File: config.mk
export PLATFORM = sky130hd
export DESIGN_NAME = mux_rr_scheduler
export DESIGN_NICKNAME = d
export VERILOG_FILES = /design/src/rtl/mux_sched_pkg.sv /design/src/rtl/rr_arbiter_core.sv /design/src/rtl/mux_rr_scheduler.sv
export SDC_FILE = /design/constraint.sdc
export NUM_CORES = 1
export LEC_CHECK = 0
export BUFFER_PORTS_ARGS = -buffer_cell sky130_fd_sc_hd__buf_2
export CAP_MARGIN = 10
export CORE_MARGIN = 2
export CORE_UTILIZATION = 53
export CTS_BUF_LIST = sky130_fd_sc_hd__clkbuf_4 sky130_fd_sc_hd__clkbuf_8 sky130_fd_sc_hd__clkbuf_16
export CTS_CLUSTER_SIZE = 30
export DETAILED_ROUTE_END_ITERATION = 10
export PLACE_DENSITY = 0.79
export SETUP_SLACK_MARGIN = 0.5
export SLEW_MARGIN = 20
export SYNTH_ARGS = -nofsm -noshare
export SYNTH_HDL_FRONTEND = slang
export SYNTH_SLANG_ARGS = --single-unit
export TNS_END_PERCENT = 10
File: constraint.sdc
create_clock -name clk -period 4.1 [get_ports clk]
set_input_delay 0.615 -clock clk [delete_from_list [all_inputs] [get_ports clk]]
set_output_delay 0.615 -clock clk [all_outputs]
set_load 0.1 [all_outputs]
File: src/rtl/mux_sched_pkg.sv
// Shared definitions for the round-robin mux scheduler: FSM state encoding,
// default geometry and the one-hot select helper.
package mux_sched_pkg;

    localparam int unsigned N_SRC_DEF  = 11;
    localparam int unsigned DATA_W_DEF = 40;

    // Upper bound on the source count supported by the one-hot helper.
    localparam int unsigned MAX_SRC    = 32;
    localparam int unsigned MAX_IDX_W  = 5;

    typedef enum logic [1:0] {
        IDLE    = 2'd0,
        WAIT    = 2'd1,
        PRESENT = 2'd2
    } state_t;

    // One-hot vector with bit idx set; callers size-cast to their source count.
    function automatic logic [MAX_SRC-1:0] onehot(input logic [MAX_IDX_W-1:0] idx);
        logic [MAX_SRC-1:0] v;
        v      = '0;
        v[idx] = 1'b1;
        return v;
    endfunction

endpackage

File: src/rtl/rr_arbiter_core.sv
// Combinational round-robin pick: first set req bit at or above rr_ptr,
// wrapping from N_SRC-1 back to 0.
module rr_arbiter_core
    import mux_sched_pkg::*;
#(
    parameter int unsigned N_SRC = N_SRC_DEF,
    parameter int unsigned IDX_W = (N_SRC > 1) ? $clog2(N_SRC) : 1
) (
    input  logic [N_SRC-1:0] req,
    input  logic [IDX_W-1:0] rr_ptr,
    output logic [IDX_W-1:0] grant_idx,
    output logic             grant_vld
);

    int unsigned w_pos;

    // Scan N_SRC positions starting at rr_ptr; the first hit wins.
    always_comb begin
        grant_idx = '0;
        grant_vld = 1'b0;
        w_pos     = 0;
        for (int unsigned k = 0; k < N_SRC; k++) begin
            w_pos = 32'(rr_ptr) + k;
            if (w_pos >= N_SRC) begin
                w_pos = w_pos - N_SRC;
            end
            if (!grant_vld && req[w_pos]) begin
                grant_vld = 1'b1;
                grant_idx = IDX_W'(w_pos);
            end
        end
    end

endmodule

File: src/rtl/mux_rr_scheduler.sv
// Round-robin scheduler in front of a registered N_SRC-input select mux.
// Arbitrates in IDLE, waits out the mux latency in WAIT, then holds the
// captured word for a valid/ready consumer in PRESENT.
// Optional consumer-stall timeout: define MUX_RR_SCHED_TIMEOUT_EN.
module mux_rr_scheduler
    import mux_sched_pkg::*;
#(
    parameter int unsigned N_SRC   = N_SRC_DEF,
    parameter int unsigned DATA_W  = DATA_W_DEF,
    parameter int unsigned MUX_LAT = 1,
    parameter int unsigned TIMEOUT = 255
) (
    input  logic              clk,
    input  logic              rst_n,
    input  logic [N_SRC-1:0]  req,
    output logic [N_SRC-1:0]  sel,
    input  logic [DATA_W-1:0] mux_out,
    input  logic              mux_ready,
    output logic [N_SRC-1:0]  ack,
    output logic [DATA_W-1:0] out_data,
    output logic              out_valid,
    input  logic              out_ready,
    output logic              timeout_err
);

    localparam int unsigned IDX_W = (N_SRC > 1) ? $clog2(N_SRC) : 1;
    localparam int unsigned LAT_W = $clog2(MUX_LAT + 1);

    if (MUX_LAT < 1 || TIMEOUT < 1 || N_SRC < 1 || N_SRC > MAX_SRC) begin : g_param_check
        $error("mux_rr_scheduler: unsupported parameter set");
    end

    state_t              r_state;
    logic [IDX_W-1:0]    r_rr_ptr;
    logic [IDX_W-1:0]    r_grant_idx;
    logic [LAT_W-1:0]    r_lat_cnt;
    logic [N_SRC-1:0]    r_sel;
    logic [N_SRC-1:0]    r_ack;
    logic [DATA_W-1:0]   r_out_data;
    logic                r_out_valid;

    logic [IDX_W-1:0]    w_grant_idx;
    logic                w_grant_vld;
    logic [N_SRC-1:0]    w_grant_sel;
    logic [IDX_W-1:0]    w_next_ptr;

`ifdef MUX_RR_SCHED_TIMEOUT_EN
    localparam int unsigned STALL_W = $clog2(TIMEOUT + 1);
    logic [STALL_W-1:0]  r_stall_cnt;
    logic                r_timeout_err;
`endif

    rr_arbiter_core #(
        .N_SRC (N_SRC),
        .IDX_W (IDX_W)
    ) u_arb (
        .req       (req),
        .rr_ptr    (r_rr_ptr),
        .grant_idx (w_grant_idx),
        .grant_vld (w_grant_vld)
    );

    assign w_grant_sel = N_SRC'(onehot(MAX_IDX_W'(w_grant_idx)));
    assign w_next_ptr  = (r_grant_idx == IDX_W'(N_SRC - 1)) ? '0 : r_grant_idx + 1'b1;

    // Scheduler FSM with registered select, ack pulse and holding register.
    always_ff @(posedge clk or negedge rst_n) begin
        if (!rst_n) begin
            r_state     <= IDLE;
            r_rr_ptr    <= '0;
            r_grant_idx <= '0;
            r_lat_cnt   <= '0;
            r_sel       <= '0;
            r_ack       <= '0;
            r_out_data  <= '0;
            r_out_valid <= 1'b0;
`ifdef MUX_RR_SCHED_TIMEOUT_EN
            r_stall_cnt   <= '0;
            r_timeout_err <= 1'b0;
`endif
        end else begin
            r_ack <= '0;
            case (r_state)
                IDLE: begin
                    if (w_grant_vld) begin
                        r_sel       <= w_grant_sel;
                        r_grant_idx <= w_grant_idx;
                        r_lat_cnt   <= LAT_W'(MUX_LAT);
                        r_state     <= WAIT;
                    end else begin
                        r_sel <= '0;
                    end
                end
                WAIT: begin
                    if (r_lat_cnt != '0) begin
                        r_lat_cnt <= r_lat_cnt - 1'b1;
                    end else begin
                        r_sel <= '0;
                        if (mux_ready) begin
                            r_out_data  <= mux_out;
                            r_out_valid <= 1'b1;
                            r_ack       <= r_sel;
`ifdef MUX_RR_SCHED_TIMEOUT_EN
                            r_stall_cnt <= '0;
`endif
                            r_state     <= PRESENT;
                        end else begin
                            // Source withdrew: no ack and the pointer stays put.
                            r_state <= IDLE;
                        end
                    end
                end
                PRESENT: begin
                    if (r_out_valid && out_ready) begin
                        r_out_valid <= 1'b0;
                        r_rr_ptr    <= w_next_ptr;
                        r_state     <= IDLE;
                    end
`ifdef MUX_RR_SCHED_TIMEOUT_EN
                    else if (r_stall_cnt == STALL_W'(TIMEOUT - 1)) begin
                        r_out_valid   <= 1'b0;
                        r_timeout_err <= 1'b1;
                        r_rr_ptr      <= w_next_ptr;
                        r_state       <= IDLE;
                    end else begin
                        r_stall_cnt <= r_stall_cnt + 1'b1;
                    end
`endif
                end
                default: begin
                    r_state <= IDLE;
                end
            endcase
        end
    end

    assign sel       = r_sel;
    assign ack       = r_ack;
    assign out_data  = r_out_data;
    assign out_valid = r_out_valid;

`ifdef MUX_RR_SCHED_TIMEOUT_EN
    assign timeout_err = r_timeout_err;
`else
    assign timeout_err = 1'b0;
`endif

endmodule

==> qor.yml <==
status: "finished, final reports clean"
nNetsFinal: 1139
worst_ep_required_time_ps: 4360
num_io_pins: 119
cp_slowest_cell: "dfrtp_1"
cpLargestDelayFamily: "simple AND/OR/NAND/NOR gates"
detail_route.drc_violations: 0
rr_worst_depth: 16
cts_root_buf: "clkbuf_16"
timing_hold_violations_final: 0
hold_slack_ps: 174
crit_path_start_kind: "flip-flop"
final-setup-viol-count: 0
critPathMostFrequentCell: "mux2_4"
post-synth-top-area-cell: "dfrtp_1"
ys_top_cells_by_area: "dfrtp_1 25%, mux2_2 9.2%, mux2i_1 4.2%, nand2_1 3.9%, o21ai_0 2.7%"
ys_dominant_reg_cell: "dfrtp_1"
numClockSinks: 74
holdCritPathClass: "in2async"
antenna_cells_inserted: 0
cts-htree-levels: 3
utilization_pct: 73.9
floorplan.die.height_um: 122
antenna_violations_before_repair: 0
floorplan.core_area_um2: 13700
syn_avg_cell_area_um2: 8.66
rrSetupSlack_ps: 130
drv_cap: 0
first_global_vias: 7981
post_synth_mux_area_share_pct: 15.5
yosysSeqAreaShare_pct: 25.2
synth-simple-area-share_pct: 18.3
post_route_cells_drive_above_1_share_pct: 45.6
synth_xor_xnor_area_share_pct: 4.25
critPathKind: "reg2reg"
cts_tree: "done"
row_count: 43
gate_count_after_technology_mapping: 850
achievable-frequency_ghz: 0.252
die_area_um2: 14800
yosys_synthesis_warning_count: 0
remaining_max_slew_budget_at_the_tightest_pin_pct: 29.3
worstSkewPairLatency_ps: 330
drv_slew: 0
layout_commonest_cell: "buf_4"
netlist_area_um2: 7360
antenna_violating_nets_post_route: 0
reg2reg_to: "sel[1]"
critPathMaxStageDelay_ps: 420
detail_route.vias_per_cell: 6.67
detail_route.first_pass.iterations: 6
cts.clk_slew.worst_paths_ps: 60
ys_seq_elements: 74
synth_compound_area_share_pct: 28.5
grt_max_degree: 60
synth_async_sr_flop_share_pct: 100
vias: 8365
timing.critical_path.buf_inv: 4
worstPathArrival_ps: 4230
post-dp-hpwl_um: 19300
combinational_family_with_the_most_area_after_synthesis: "compound AO/OA/AOI/OAI gates"
routedWlPerCell_um: 22.1
synthesis.nets: 920
finalCritPeriodShare_pct: 96.8
holdBufCountCts: 0
critPathMaxFanout: 8
cts.path.max_buffers: 2
yosys.area_share.adder_pct: 2.55
crit_path_end_kind: "flip-flop"
die_width_um: 122
mostFrequentLayoutCells: "137 x buf_4, 117 x buf_2, 73 x nand2_1"
numCtsBuffers: 9
cp_cell_sequence: "inv_2 -> buf_12 -> ha_4 -> buf_8 -> mux2_4 -> mux2i_2 -> mux2_4 -> o32ai_2 -> o21bai_4 -> or3_4 -> nor3_4 -> and4b_4 -> a32oi_4 -> buf_6 -> a2111oi_4 -> a32o_1"
synth_cell_types: 99
edff_count_synth: 0
area_growth_syn_to_layout_pct: 37.8
gpl.final_weighted_congestion: 1.02
grt-ovfl-total: 0
crit-reg2reg-launch: "r_rr_ptr[1]"
grt_pass1_wl_um: 41700
post-synth-top-area-fraction_pct: 25.2
start_util_pct: 53.6
wirelength_um: 27700
period_needed_ps: 3970
drt_iter0_drc: 930
clock-skew-final_ps: 10.7
numPortBuffers: 117
grt_usage_pct: 36.1
tightestPinTransition_ps: 1060
rsz0062_at_grt: "yes"
[cell type report]
type                       instances  area, µm²
clock buffer                      10        233
multi-input combinational        687       5720
tap                              180        225
sequential                        74       1860
clock inverter                     6       65.1
timing repair buffer             278       1960
inverter                          19       83.8
fill                             984       3580
[worst max path at each step]
| stage | to | cells after the start | from | slack [ps] |
|---|---|---|---|---|
| final | sel[1] | 16 | r_rr_ptr[1] | 130 |
| after global routing | sel[8] | 17 | r_rr_ptr[1] | -70 |
| after detailed placement | sel[8] | 15 | r_rr_ptr[0] | 40 |
| after floorplan | sel[0] | 19 | r_rr_ptr[0] | -20 |
| after global placement | sel[2] | 16 | r_rr_ptr[1] | 100 |
| after CTS | sel[1] | 16 | r_rr_ptr[1] | 240 |
[cell usage after synthesis, types with 5 or more instances]
| cell type | number |
|---|---|
| xor2_1 | 5 |
| o31ai_1 | 19 |
| or2_2 | 5 |
| xnor2_1 | 17 |
| ha_1 | 15 |
| mux4_2 | 7 |
| mux2_2 | 60 |
| a22o_1 | 5 |
| a211oi_1 | 19 |
| nor3_1 | 25 |
| buf_4 | 5 |
| nand3_1 | 21 |
| a21boi_0 | 6 |
| a32o_1 | 5 |
| and2_1 | 18 |
| nand4_1 | 11 |
| dfrtp_1 | 74 |
| xnor2_2 | 6 |
| buf_2 | 32 |
| o211ai_1 | 13 |
| nor2b_1 | 12 |
| o21ai_0 | 40 |
| a311oi_1 | 5 |
| nand2b_1 | 14 |
| and3_1 | 6 |
| inv_1 | 16 |
| o32ai_1 | 5 |
| o21ai_1 | 5 |
| a21oi_1 | 39 |
| o21a_1 | 9 |
| a21o_1 | 10 |
| mux2i_1 | 31 |
| a211o_1 | 6 |
| nor2_1 | 39 |
| o22ai_1 | 12 |
| nand3b_1 | 5 |
| a31oi_1 | 17 |
| nand2_1 | 77 |
| clkbuf_1 | 26 |
[logic make-up after synthesis]
family	Yosys count
buffers and inverters	89
other	1
muxes	98
adders and majority gates	15
and+or+nand+nor	261
DFF	74
AOI/OAI and AO/OA	283
xor gates and xnor gates	29
[metrics by stage]
stage | setup WS (ps) | TNS, ps | instances | instance area [µm²]
floorplan | -16.4 | -61.9 | 850 | 7470
global placement | 102 | 0 | 1183 | 8740
detailed placement | 43.4 | 0 | 1183 | 8740
CTS | 239 | 0 | 1229 | 9680
global route | -67.5 | -321 | 1254 | 10100
finish | 130 | 0 | 1254 | 10100
[registers in the layout, indices dropped and copies added, names as in the netlist]
register	count
r_rr_ptr	4
out_data	40
r_lat_cnt	1
r_state	2
r_grant_idx	4
sel	11
out_valid	1
ack	11
[what timing repair did]
action                     CTS  global route
cloned                       1             0
gates resized for setup     82            55
setup endpoints to repair   17            17
pin swaps                   33            35
buffers inserted            29            25
[layer usage]
metal | global-route usage (%) | vias to the layer above | routed length (µm)
li1 | - | 3666 | -
met1 | 44.8 | 3920 | 10200
met2 | 56.9 | 612 | 12700
met3 | 8.24 | 167 | 2880
met4 | 22.7 | 0 | 1830
met5 | 0 | - | 0
Power is not shown: default switching activity piles up to over one toggle a cycle in this logic, so the estimate is an artifact.
